===== config.mk =====
export PLATFORM = sky130hd
export DESIGN_NAME = program_counter_ras
export DESIGN_NICKNAME = d
export VERILOG_FILES = /design/src/rtl/pc_pkg.sv /design/src/rtl/ras_stack.sv /design/src/rtl/program_counter_ras.sv
export SDC_FILE = /design/constraint.sdc
export NUM_CORES = 1
export LEC_CHECK = 0
export BUFFER_PORTS_ARGS = -buffer_cell sky130_fd_sc_hd__buf_2
export CAP_MARGIN = 20
export CORE_AREA = 2 2 149 151
export DETAILED_ROUTE_END_ITERATION = 10
export DIE_AREA = 0 0 151 153
export HOLD_SLACK_MARGIN = 0.08
export PLACE_DENSITY = 0.63
export SYNTH_ARGS = -nofsm -noshare
export SYNTH_HDL_FRONTEND = slang
export SYNTH_HIERARCHICAL = 1
export SYNTH_SLANG_ARGS = --single-unit
export TNS_END_PERCENT = 5

===== constraint.sdc =====
create_clock -name i_clk -period 5.3 [get_ports i_clk]
set_clock_uncertainty 0.15 [all_clocks]
set_input_delay 0.53 -clock i_clk [delete_from_list [all_inputs] [get_ports i_clk]]
set_output_delay 0.53 -clock i_clk [all_outputs]
set_load 0.005 [all_outputs]

===== src/rtl/pc_pkg.sv =====
// pc_pkg
//   Types and constants shared by the fetch-stage PC unit and its return-address
//   stack (also used by fetch and decode).
//   - next_sel_e : next-PC source (sequential, Result, RAS top)
//   - clog2      : elaboration-time ceil(log2(v)); returns 0 for v <= 1
//   - PC_WIDTH_DEFAULT / PC_STEP_DEFAULT : default address width and fetch step
package pc_pkg;

  typedef enum logic [1:0] {
    SEL_SEQ    = 2'd0,
    SEL_RESULT = 2'd1,
    SEL_RAS    = 2'd2
  } next_sel_e;

  localparam int PC_WIDTH_DEFAULT = 32;
  localparam int PC_STEP_DEFAULT  = 4;

  function automatic int clog2(input int v);
    int r;
    int x;
    r = 0;
    x = v - 1;
    while (x > 0) begin
      r = r + 1;
      x = x >> 1;
    end
    return r;
  endfunction

endpackage


===== src/rtl/ras_stack.sv =====
// ras_stack
//   Circular return-address stack with saturating occupancy count. When full, a
//   push overwrites the oldest entry (the pointer simply wraps) and the count
//   stays at DEPTH.
// Ports
//   i_clk      in   clock, rising edge
//   i_reset    in   synchronous active-high reset (ptr and count cleared)
//   i_push     in   write i_data at ptr, advance ptr
//   i_pop      in   retreat ptr (top entry consumed)
//   i_replace  in   overwrite the top entry in place (ptr/count unchanged)
//   i_data     in   WIDTH  value to push / replace
//   o_top      out  WIDTH  entry at ptr-1 (combinational)
//   o_empty    out  count == 0
//   o_full     out  count == DEPTH
// The caller guarantees push, pop and replace are mutually exclusive.
module ras_stack
  import pc_pkg::*;
#(
  parameter int DEPTH = 4,
  parameter int WIDTH = 32
) (
  input  logic             i_clk,
  input  logic             i_reset,
  input  logic             i_push,
  input  logic             i_pop,
  input  logic             i_replace,
  input  logic [WIDTH-1:0] i_data,
  output logic [WIDTH-1:0] o_top,
  output logic             o_empty,
  output logic             o_full
);

  localparam int PW = clog2(DEPTH);
  localparam int CW = clog2(DEPTH + 1);

  logic [WIDTH-1:0] r_mem [DEPTH];
  logic [PW-1:0]    r_ptr;
  logic [CW-1:0]    r_count;
  logic [PW-1:0]    w_top_idx;

  // DEPTH is a power of two, so pointer arithmetic wraps for free.
  assign w_top_idx = r_ptr - PW'(1);
  assign o_top     = r_mem[w_top_idx];
  assign o_empty   = (r_count == '0);
  assign o_full    = (r_count == CW'(DEPTH));

  // Storage has no reset; entries are only read while the count says they are valid.
  always_ff @(posedge i_clk) begin
    if (!i_reset) begin
      if (i_push) begin
        r_mem[r_ptr] <= i_data;
      end else if (i_replace) begin
        r_mem[w_top_idx] <= i_data;
      end
    end
  end

  always_ff @(posedge i_clk) begin
    if (i_reset) begin
      r_ptr   <= '0;
      r_count <= '0;
    end else if (i_push) begin
      r_ptr <= r_ptr + PW'(1);
      if (!o_full) begin
        r_count <= r_count + CW'(1);
      end
    end else if (i_pop) begin
      r_ptr   <= r_ptr - PW'(1);
      r_count <= r_count - CW'(1);
    end
  end

endmodule


===== src/rtl/program_counter_ras.sv =====
// program_counter_ras
//   Fetch-stage next-PC unit: sequential step, redirect to Result, stall hold,
//   and call/return prediction through a circular return-address stack.
//   Optional feature macro: PC_ALIGN_CHECK_EN (redirect alignment check; when
//   undefined Result is used verbatim and o_misalign is tied 0).
// Ports
//   i_clk        in   clock, rising edge
//   i_reset      in   synchronous active-high reset, wins over everything
//   i_stall      in   hold PC, RAS and Misalign; other controls ignored
//   i_pc_src     in   redirect to i_result
//   i_call       in   push PC+STEP, redirect to i_result
//   i_ret        in   next PC from RAS top (i_result if stack empty)
//   i_result     in   WIDTH  branch/call target
//   o_pc         out  WIDTH  current PC (registered)
//   o_pc_plus_4  out  WIDTH  PC + STEP (combinational, wraps)
//   o_ras_empty  out  stack count == 0
//   o_ras_full   out  stack count == RAS_DEPTH
//   o_ras_miss   out  Ret on empty stack while not stalled (combinational)
//   o_misalign   out  registered redirect alignment fault
module program_counter_ras
  import pc_pkg::*;
#(
  parameter int               WIDTH        = PC_WIDTH_DEFAULT,
  parameter logic [WIDTH-1:0] RESET_VECTOR = '0,
  parameter int               STEP         = PC_STEP_DEFAULT,
  parameter int               RAS_DEPTH    = 4
) (
  input  logic             i_clk,
  input  logic             i_reset,
  input  logic             i_stall,
  input  logic             i_pc_src,
  input  logic             i_call,
  input  logic             i_ret,
  input  logic [WIDTH-1:0] i_result,
  output logic [WIDTH-1:0] o_pc,
  output logic [WIDTH-1:0] o_pc_plus_4,
  output logic             o_ras_empty,
  output logic             o_ras_full,
  output logic             o_ras_miss,
  output logic             o_misalign
);

  logic [WIDTH-1:0] r_pc;
  logic [WIDTH-1:0] w_next_pc;
  logic [WIDTH-1:0] w_ras_top;
  logic [WIDTH-1:0] w_result_fix;
  logic             w_ret_hit;
  logic             w_push;
  logic             w_pop;
  logic             w_replace;
  next_sel_e        w_sel;

  assign o_pc        = r_pc;
  assign o_pc_plus_4 = r_pc + WIDTH'(STEP);

  // A return only consumes the stack when there is something on it.
  assign w_ret_hit  = i_ret && !o_ras_empty;
  assign o_ras_miss = i_ret && o_ras_empty && !i_stall;

  // Call+Ret on a non-empty stack: return to the top and replace it with our
  // own return address. Call+Ret on an empty stack behaves as a plain Call.
  assign w_push    = !i_stall && i_call && !w_ret_hit;
  assign w_pop     = !i_stall && w_ret_hit && !i_call;
  assign w_replace = !i_stall && w_ret_hit && i_call;

  always_comb begin
    w_sel = SEL_SEQ;
    if (w_ret_hit) begin
      w_sel = SEL_RAS;
    end else if (i_call || i_pc_src || i_ret) begin
      w_sel = SEL_RESULT;
    end
  end

  always_comb begin
    w_next_pc = o_pc_plus_4;
    case (w_sel)
      SEL_RAS:    w_next_pc = w_ras_top;
      SEL_RESULT: w_next_pc = w_result_fix;
      default:    w_next_pc = o_pc_plus_4;
    endcase
  end

`ifdef PC_ALIGN_CHECK_EN
  // Mask is zero when STEP == 1, which disables the check entirely.
  localparam logic [WIDTH-1:0] ALIGN_MASK = WIDTH'(STEP - 1);

  logic r_misalign;
  logic w_fault;

  assign w_fault      = (w_sel == SEL_RESULT) && ((i_result & ALIGN_MASK) != '0);
  assign w_result_fix = i_result & ~ALIGN_MASK;
  assign o_misalign   = r_misalign;

  always_ff @(posedge i_clk) begin
    if (i_reset) begin
      r_misalign <= 1'b0;
    end else if (!i_stall) begin
      r_misalign <= w_fault;
    end
  end
`else
  assign w_result_fix = i_result;
  assign o_misalign   = 1'b0;
`endif

  always_ff @(posedge i_clk) begin
    if (i_reset) begin
      r_pc <= RESET_VECTOR;
    end else if (!i_stall) begin
      r_pc <= w_next_pc;
    end
  end

  ras_stack #(
    .DEPTH (RAS_DEPTH),
    .WIDTH (WIDTH)
  ) u_ras (
    .i_clk     (i_clk),
    .i_reset   (i_reset),
    .i_push    (w_push),
    .i_pop     (w_pop),
    .i_replace (w_replace),
    .i_data    (o_pc_plus_4),
    .o_top     (w_ras_top),
    .o_empty   (o_ras_empty),
    .o_full    (o_ras_full)
  );

endmodule


==> impl_results.md, run 1 <==
- Critical Path Max Stage Delay: approximately 0.55 ns
- Register share of total power: a little under half
- Clock group share of total power: 41.0%
- Setup slack, reg-to-reg: between 1.5 and 2 ns
- Avg Cell Area, Syn: 12.9 µm²
- Max Clk Rate: between 0.2 and 0.3 GHz
- Fraction of layout cells with a size suffix above 1: about 30%
- Number of synthesized flops with an enable pin: ~130
- Lkg Pwr: 3.42 nW
- Count leader, synth: edfxtp_1
- Avg Vias per Cell: around 5.7
- CP arrival: between 3 and 4 ns
- Async SR Flop Fraction: 0%
- Worst-Skew Late Latency: about 0.44 ns
- Routed WL per cell: ~22 µm
- Startpoint types: register
- Min Tclk post-route: 3.75 ns
- NetSw: between 0.0008 and 0.0009 W
- Worst EP required: between 4 and 5 ns
- Status: complete, no violations
- WL final: about 22 mm
- Number of global-route vias before repair: 5,515
- VDD IR max: 0.221 mV
- Syn Inst Count: roughly 630
- Post-synth top flop: edfxtp_1
- Final period util: between 70% and 80%
- 1st-pass router iterations: 5
- IO Count: around 110
- Worst Path Max Fanout: 10
- Max Slew Vio Count: 0
- TritonCTS clock tree: done
- Critical path buffers and inverters: 1
- Relative slew slack: ~34%
- Nets: 751
- Synth unique cells: 72
- Synth Warn #: 6
- Detail Route Antenna Nets: 0
- Number of synthesized register bits: around 170
- CP Cell Sequence: ha_1 > nand4_1 > nor4_4 > nand3_1 > xnor2_1 > buf_2
- First-pass GRT wire length: 33.1 mm
- Comb power frac: 12.8%
- Initial cell density of the core: a little under two fifths
- Post-synth top cells: 128 x edfxtp_1, 56 x nand2_1, 37 x dfxtp_1
- Final WS setup: ~1.5 ns
- Slew @ Worst Pin: approximately 1.0 ns
- Die width: between 150 and 200 µm
- Height of the die: about 150 µm
- P_int: 0.00250 W
- Post-synth top area cell: edfxtp_1
- Hold Buf Count CTS: 0
- Hold WC Path Type: primary input to register
- Finished Layout Cells: about 1,000
- Postcts setup bufs: 0
- Post-synthesis cell area: around 8100 µm²
- Drt first-iter violations: approximately 540
- Slowest stage cell, crit path: nor4_4
- Grt ovf: 0
- Number of diodes: 0
- Root Buffer: clkbuf_16
- Sw frac: between 20 and 25%
- H-tree depth: 4
- Fin. Hold Viols: 0
- DR vias: around 5,700
- RSZ-0062 raised after global routing: false
- Clock buffer depth: 2
- Clock buffer count from CTS: 17
- Antenna violations before repair: 0
- Core Area: ~21,000 µm²
- Setup TNS: 0 ns
- Rows: 54
- Cts repair resizes: 0
- CP delay by family, top: simple AND/OR/NAND/NOR gates
- Layout area overhead: 17.6%
- Clock-pin slew on the worst setup and hold paths: roughly 0.060 ns
- Largest net degree at the start of global routing: between 40 and 50
- Critical Path End Type: output port
- Area fraction of the dominant cell type after synthesis: approximately 48%
- Routability cong.: ~0.78
- Final Power: around 0.0033 W
- DIE AREA: about 23,000 µm²
- Max_cap viols: 0
- PwrDens: about 350 nW/µm²
- Critical path class: register to output port
- Syn nets: between 600 and 700
- DR DRC count: 0
- Post-DP HPWL: ~14 mm
- Seq/Total Area, Yosys: ~57%
- Clk sinks: 165
- Pre-CTS WS: around 1.8 ns
- IO Port Bufs: between 100 and 150
- Top cells by area, synth: edfxtp_1 48%, dfxtp_1 9.2%, mux4_2 8.9%
- Placed Cells: 970
- Setup violators final: 0
- Tot GR Track Use: 19.4%
==> logic make-up (layout without fill, tap and decap cells) <==
family	Yosys count	in the layout	synth area share, %
other cells	1	1	0.0464
buf+inv	70	168	4.24
flops	165	165	56.8
xor+xnor	27	27	2.93
simple gates	213	213	15.1
mux	49	49	11.2
fa+ha+maj	2	2	0.403
compound gates	99	99	9.29
==> placed cells by master, fill, tap and decap left out, types with 4 or more instances in the layout <==
cell type	count
mux2_2	10
o21ai_0	8
a311o_1	4
a211o_1	7
bufinv_16	5
nand4_1	12
o211ai_1	10
o22ai_1	5
mux2i_1	7
a31oi_1	10
inv_1	18
a22oi_1	4
buf_4	12
clkbuf_16	17
xor2_1	10
a32o_1	4
nor3_1	9
or3_1	5
buf_2	104
and4_1	5
nand3_1	27
or4_1	4
nand2_1	56
and3b_1	8
dfxtp_1	35
xnor2_1	17
nor2_1	24
edfxtp_1	128
mux4_2	32
nor3b_1	4
o2111ai_1	4
nor4_1	14
and3_1	17
a21oi_1	12
==> area by class of cell <==
cell class	count	area, µm²
timing repair buffer	118	658
tap	280	350
clock buffer	19	443
fill	1970	12000
clock inverter	13	205
multi-input combinational	391	3190
sequential	165	4590
inverter	18	67.6
==> worst min-delay path, delay by kind of cell <==
kind | cells | cell delay, ns
compound gates | 1 | 0.08
buf+inv | 1 | 0.09
simple gates | 1 | 0.04
==> state kept, by name, summed over array words and instances, names as in the netlist <==
name and cells:
o_pc 32, u_ras/r_mem 128, u_ras/r_ptr 2, u_ras/r_count 3
==> layer usage <==
metal	wire [µm]	global-route usage, %	share of wire (%)
met1	9270	26.6	43
met5	0	0	0
met4	355	6.63	1.6
met3	1510	3.82	6.9
met2	10600	31.0	49
==> final timing paths <==
check / startpoint / cells past startpoint / endpoint
worst max-delay path: o_pc[2]$_SDFFE_PP0N_ / 6 / o_pc_plus_4[26]
worst min register to register: u_ras/r_count[2]$_SDFFE_PP0P_ / 1 / u_ras/r_count[2]$_SDFFE_PP0P_
worst max register to register: u_ras/r_count[2]$_SDFFE_PP0P_ / 8 / u_ras/r_mem[1][0]$_DFFE_PP_
worst min-delay path: i_result[0] / 3 / o_pc[0]$_SDFFE_PP0P_
==> power groups by stage <==
stage	clock [W]	sequential, W	combinational (W)
final	0.00136	0.00153	0.000423
after global placement	0	0.00155	0.000420
after floorplan	0	0.00152	0.000300
after CTS	0.00137	0.00153	0.000423
after global routing	0.00142	0.00154	0.000461
after detailed placement	0	0.00155	0.000422
==> metrics by stage <==
stage	area, µm²	hold slack, ns	utilization, %
2_1_floorplan	8080	0.316	-
3_3_place_gp	8810	0.354	41.0
3_5_place_dp	8810	0.359	41.0
4_1_cts	9460	0.203	44.0
5_1_grt	9500	0.240	44.2
6_report	9500	0.213	44.2
(Power assumes the default switching activity.)
==> run 2: changes to the inputs <==
==> constraint.sdc (replaced) <==
create_clock -name i_clk -period 3.8 [get_ports i_clk]
set_clock_uncertainty 0.15 [all_clocks]
set_input_delay 0.38 -clock i_clk [delete_from_list [all_inputs] [get_ports i_clk]]
set_output_delay 0.38 -clock i_clk [all_outputs]
set_load 0.005 [all_outputs]
==> run 2 against run 1 <==
Net effect: combinational power up 39%; global-route usage fell by 0.40 points; first-iteration DRC count fell by 1.7%.
==> impl_results.md, run 2 (synthesis results as in run 1) <==
- Routability cong.: 0.797
- Root Buffer: clkbuf_16
- Cts repair resizes: 0
- VDD IR max: 0.247 mV
- Number of fill cells: about 2,000
- Critical Path End Type: output port
- Antenna violations before repair: 0
- PwrDens: ~480 nW/µm²
- H-tree depth: 4
- Max Slew Vio Count: 0
- Core Area: about 21,000 µm²
- IO Port Bufs: ~100
- Grt ovf: 0
- Largest net degree at the start of global routing: 49
- TritonCTS clock tree: done
- Relative slew slack: 47.9%
- Rows: 54
- Hold endpoint: u_ras/r_count[0]$_SDFFE_PP0P_
- Commonest non-fill, non-tap cell in the layout: edfxtp_1
- Die width: roughly 150 µm
- Worst reg2reg endpoint: u_ras/r_count[2]$_SDFFE_PP0P_
- Placed Cells: between 900 and 1,000
- First-pass GRT wire length: approximately 33 mm
- Worst EP required: 3.27 ns
- Clock buffer depth: 2
- Largest register FFs: ~130
- Clk sinks: ~170
- Status: complete, no violations
- Post-DP HPWL: 14.2 mm
- 1st-pass router iterations: 5
- Postcts setup bufs: 0
- Startpoint types: register
- Lkg Pwr: roughly 3.4 nW
- Hold Buf Count CTS: 2
- Detail Route Antenna Nets: 0
- Height of the die: 153 µm
- Setup slack, reg-to-reg: between 1 and 1.5 ns
- Core Util, Final: ~44%
- DIE AREA: 23,100 µm²
- Hold WC Path Type: primary input to register
- Clock-pin slew on the worst setup and hold paths: 0.06 ns
- Min Tclk post-route: around 3.3 ns
- Fraction of layout cells with a size suffix above 1: between 20 and 30%
- RR Startpoint: u_ras/r_count[2]$_SDFFE_PP0P_
- Slew @ Worst Pin: between 0.7 and 0.8 ns
- Max Clk Rate: between 0.2 and 0.3 GHz
- Fin. Hold Viols: 0
- Routed WL per cell: between 20 and 25 µm
- Min-delay src: i_reset
- Reg with most FFs: u_ras/r_mem
- Setup violators final: 0
- Final period util: between 80 and 90%
- Commonest cells after routing, fill and taps aside: 128 x edfxtp_1, 104 x buf_2, 56 x nand2_1
- Number of diodes: 0
- Initial cell density of the core: roughly 38%
- Worst-Skew Late Latency: 0.44 ns
- IO Count: between 100 and 150
- Finished Layout Cells: roughly 1,000
- Tot GR Track Use: between 10% and 20%
- Drt first-iter violations: 527
- DR vias: about 5,700
- Layout area overhead: 18.0%
- DR DRC count: 0
- Avg Vias per Cell: 5.64
- RSZ-0062 raised after global routing: false
- Cells on worst reg2reg path: 8
- WL final: between 20 and 25 mm
- Max_cap viols: 0
- Hold path cells: 2
- Critical path class: register to output port
- Nets: around 760
- CP arrival: around 2.8 ns
- Worst Path Max Fanout: 10
- Setup TNS: 0 ns
- Clock buffer count from CTS: 17
- Number of global-route vias before repair: 5,447
run 2: changes by cell type in the layout (fill, tap and decap cells not counted), sizes merged:
cell,previous run,this run
buf,118,123
clkbuf,19,20
dlygate4sd3,0,2
clkinvlp,3,2
clkinv,4,5
bufinv,5,4
run 2: where the power goes:
part           internal (W)  switching (W)
combinational      0.000273       0.000317
sequential          0.00203       0.000103
clock               0.00110       0.000717
run 2: area by class of cell:
type	instances	area [µm²]	area share [%]
Clock buffer	20	437	4.58
Sequential cell	165	4590	48.1
Clock inverter	12	180	1.89
Multi-Input combinational cell	391	3190	33.5
Inverter	18	67.6	0.709
Tap cell	280	350	3.67
Timing Repair Buffer	125	721	7.56
run 2: worst max-delay path by stage:
| stage | from | to | slack, ns | cells past startpoint |
|---|---|---|---|---|
| after global routing | o_pc[2]$_SDFFE_PP0N_ | o_pc_plus_4[26] | 0.25 | 6 |
| after CTS | o_pc[11]$_SDFFE_PP0N_ | o_pc_plus_4[29] | 0.48 | 5 |
| final | o_pc[2]$_SDFFE_PP0N_ | o_pc_plus_4[26] | 0.45 | 6 |
| after global placement | o_pc[5]$_SDFFE_PP0N_ | o_pc_plus_4[21] | 0.95 | 5 |
| after detailed placement | i_ret | u_ras/r_mem[2][8]$_DFFE_PP_ | 0.93 | 7 |
| after floorplan | u_ras/r_count[0]$_SDFFE_PP0P_ | u_ras/r_mem[0][0]$_DFFE_PP_ | 0.009 | 10 |
run 2: per-stage QoR:
stage                     hold WS, ns  setup WS [ns]  power [W]  area [µm²]
after global placement          0.371          0.953    0.00276        8900
after detailed placement        0.361          0.929    0.00276        8900
final                           0.190          0.453    0.00454        9530
after global routing            0.205          0.253    0.00470        9530
after CTS                       0.183          0.475    0.00458        9530
after floorplan                 0.316        0.00934    0.00254        8080
run 2: critical path, cell delays in order, from the launching register on:
cell	delay [ns]
dfxtp_1	0.43
ha_1	0.40
nand4_1	0.19
nor4_4	0.50
nand3_1	0.20
xnor2_1	0.46
buf_2	0.20
run 2: metal layers:
metal	up-vias	share of wire (%)	GRT usage [%]
li1	2632	-	-
met1	2868	46	26.8
met2	180	47	29.5
met3	18	6.0	4.21
met4	0	1.1	5.56
met5	-	0	0
==> run 3: changes to the inputs <==
--- a/config.mk
+++ b/config.mk
@@ -12,6 +12,8 @@
 export DIE_AREA = 0 0 151 153
 export HOLD_SLACK_MARGIN = 0.08
 export PLACE_DENSITY = 0.63
+export REMOVE_ABC_BUFFERS = 1
+export SETUP_SLACK_MARGIN = 0.5
 export SYNTH_ARGS = -nofsm -noshare
 export SYNTH_HDL_FRONTEND = slang
 export SYNTH_HIERARCHICAL = 1
==> run 3 against run 2 <==
Net effect: fmax is 4.2% higher; largest power group unchanged; count of clock-buffer cells in the layout is 5 higher; routed wire length is 1.6% higher; critical path depth is 1 lower; largest cell class unchanged; sequential share of layout area is 0.063 points lower; critical endpoint is now o_pc_plus_4[21].
==> impl_results.md, run 3 (synthesis results as in run 1) <==
- Status: complete, no violations
- Routed WL per cell: 21.4 µm
- Relative slew slack: a little over two fifths
- Sw frac: approximately a quarter
- H-tree depth: 4
- Fin. Hold Viols: 0
- Routability cong.: between 0.8 and 0.9
- Clk sinks: 165
- Number of diodes: 0
- First-pass GRT wire length: 33.4 mm
- Grt ovf: 0
- Worst EP required: between 3 and 4 ns
- Startpoint types: register
- Clock buffer count from CTS: 17
- Core Area: 21,500 µm²
- Finished Layout Cells: around 1,000
- Rows: 54
- Max Slew Vio Count: 0
- Avg Vias per Cell: between 5 and 6
- Layout area overhead: 18.2%
- RSZ-0062 raised after global routing: true
- Tot GR Track Use: 19.5%
- Height of the die: between 150 and 200 µm
- Critical path class: register to output port
- Clock-pin slew on the worst setup and hold paths: approximately 0.060 ns
- 1st-pass router iterations: 6
- Reg with most FFs: u_ras/r_mem
- Commonest non-fill, non-tap cell in the layout: edfxtp_1
- Max_cap viols: 0
- IO Port Bufs: roughly 100
- Worst Path Max Fanout: 7
- Max Clk Rate: 0.311 GHz
- Commonest cells after routing, fill and taps aside: 128 x edfxtp_1, 104 x buf_2, 56 x nand2_1
- IO Count: 106
- DIE AREA: approximately 23,000 µm²
- Drt first-iter violations: 501
- Number of fill cells: around 2,000
- Lkg Pwr: around 3.5 nW
- Clock buffer depth: 2
- Worst-Skew Late Latency: between 0.4 and 0.5 ns
- Placed cell area: 8910 µm²
- DR vias: between 5,000 and 6,000
- Fraction of layout cells with a size suffix above 1: 30.0%
- Die width: ~150 µm
- Placed Cells: 980
- Detail Route Antenna Nets: 0
- Largest register FFs: roughly 130
- Final period util: 84.5%
- Root Buffer: clkbuf_16
- Setup violators final: 0
- Area of the multi-input gates: 3210 µm²
- Initial cell density of the core: a little under two fifths
- Post-layout instance area: between 9000 and 10,000 µm²
- VDD IR max: about 0.32 mV
- CP arrival: 2.68 ns
- Critical Path End Type: output port
- Largest net degree at the start of global routing: between 40 and 50
- NetSw: 0.00109 W
- Register share of total power: between 40 and 50%
- Antenna violations before repair: 0
- Nets: between 700 and 800
- WL final: ~22 mm
- Storage cell area: approximately 4600 µm²
- Min Tclk post-route: 3.21 ns
- Comb power frac: between 10% and 20%
- Hold WC Path Type: primary input to register
- DR DRC count: 0
- PwrDens: ~460 nW/µm²
- Clock group share of total power: 38.3%
- Number of global-route vias before repair: approximately 5,600
- P_int: between 0.003 and 0.004 W
- Post-DP HPWL: ~15 mm
- TritonCTS clock tree: done
- Slew @ Worst Pin: approximately 0.85 ns
-- run 3: per-layer routing --
metal	wire length, µm	track usage (%)	up-vias	share of wire [%]
li1	-	-	2650	-
met1	9310	26.4	2840	43
met2	10500	31.0	207	48
met3	1630	4.90	24	7.5
met4	374	5.96	0	1.7
met5	0	0	-	0
-- run 3: per-stage QoR --
stage                     total power (W)  worst slack [ns]  util [%]  hold WS, ns  TNS (ns)
after floorplan                   0.00249             -1.15         -        0.299   -105.47
after global placement            0.00276             0.932      41.5        0.353         0
after detailed placement          0.00277             0.913      41.5        0.361         0
after CTS                         0.00447             0.485      44.3       0.0872         0
after global routing              0.00460             0.354      44.4       0.0895         0
final                             0.00442             0.588      44.4        0.111         0
-- run 3: final timing paths --
path                            cells past startpoint  slack [ns]                          start                            end
worst max-delay path                                5        0.59           o_pc[5]$_SDFFE_PP0N_                o_pc_plus_4[21]
worst min register to register                      1        0.38  u_ras/r_count[2]$_SDFFE_PP0P_  u_ras/r_count[2]$_SDFFE_PP0P_
worst max register to register                      8        0.87  u_ras/r_count[2]$_SDFFE_PP0P_  u_ras/r_count[2]$_SDFFE_PP0P_
worst min-delay path                                2        0.11                        i_reset           o_pc[1]$_SDFFE_PP0P_
-- run 3: area by class of cell --
cell class | count | area share (%)
clock buffers | 25 | 4.77
well taps | 280 | 3.67
clock inverters | 7 | 1.17
repair buffers | 133 | 8.05
flip-flops and latches | 165 | 48.0
inverters | 18 | 0.708
multi-input cells | 391 | 33.6
-- run 3: what timing repair did --
action / CTS / global route
endpoints found under the hold margin: 2 / 0
pin swaps: 1 / 1
gates resized for setup: 1 / 2
buffers inserted: 3 / 2
hold buffers: 2 / 0
setup endpoints to repair: 3 / 8
-- run 3: critical path: stages, from the launching register on --
cell,delay (ns)
dfxtp_1,0.52
and4_1,0.32
nand4_1,0.35
or3_1,0.50
xnor2_1,0.37
buf_2,0.20
-- run 3: power by group through the flow --
stage	logic (W)	registers (W)	clock network (W)
2_1_floorplan	0.000326	0.00216	0
3_3_place_gp	0.000584	0.00218	0
3_5_place_dp	0.000588	0.00218	0
4_1_cts	0.000592	0.00214	0.00173
5_1_grt	0.000640	0.00216	0.00180
6_report	0.000586	0.00214	0.00169
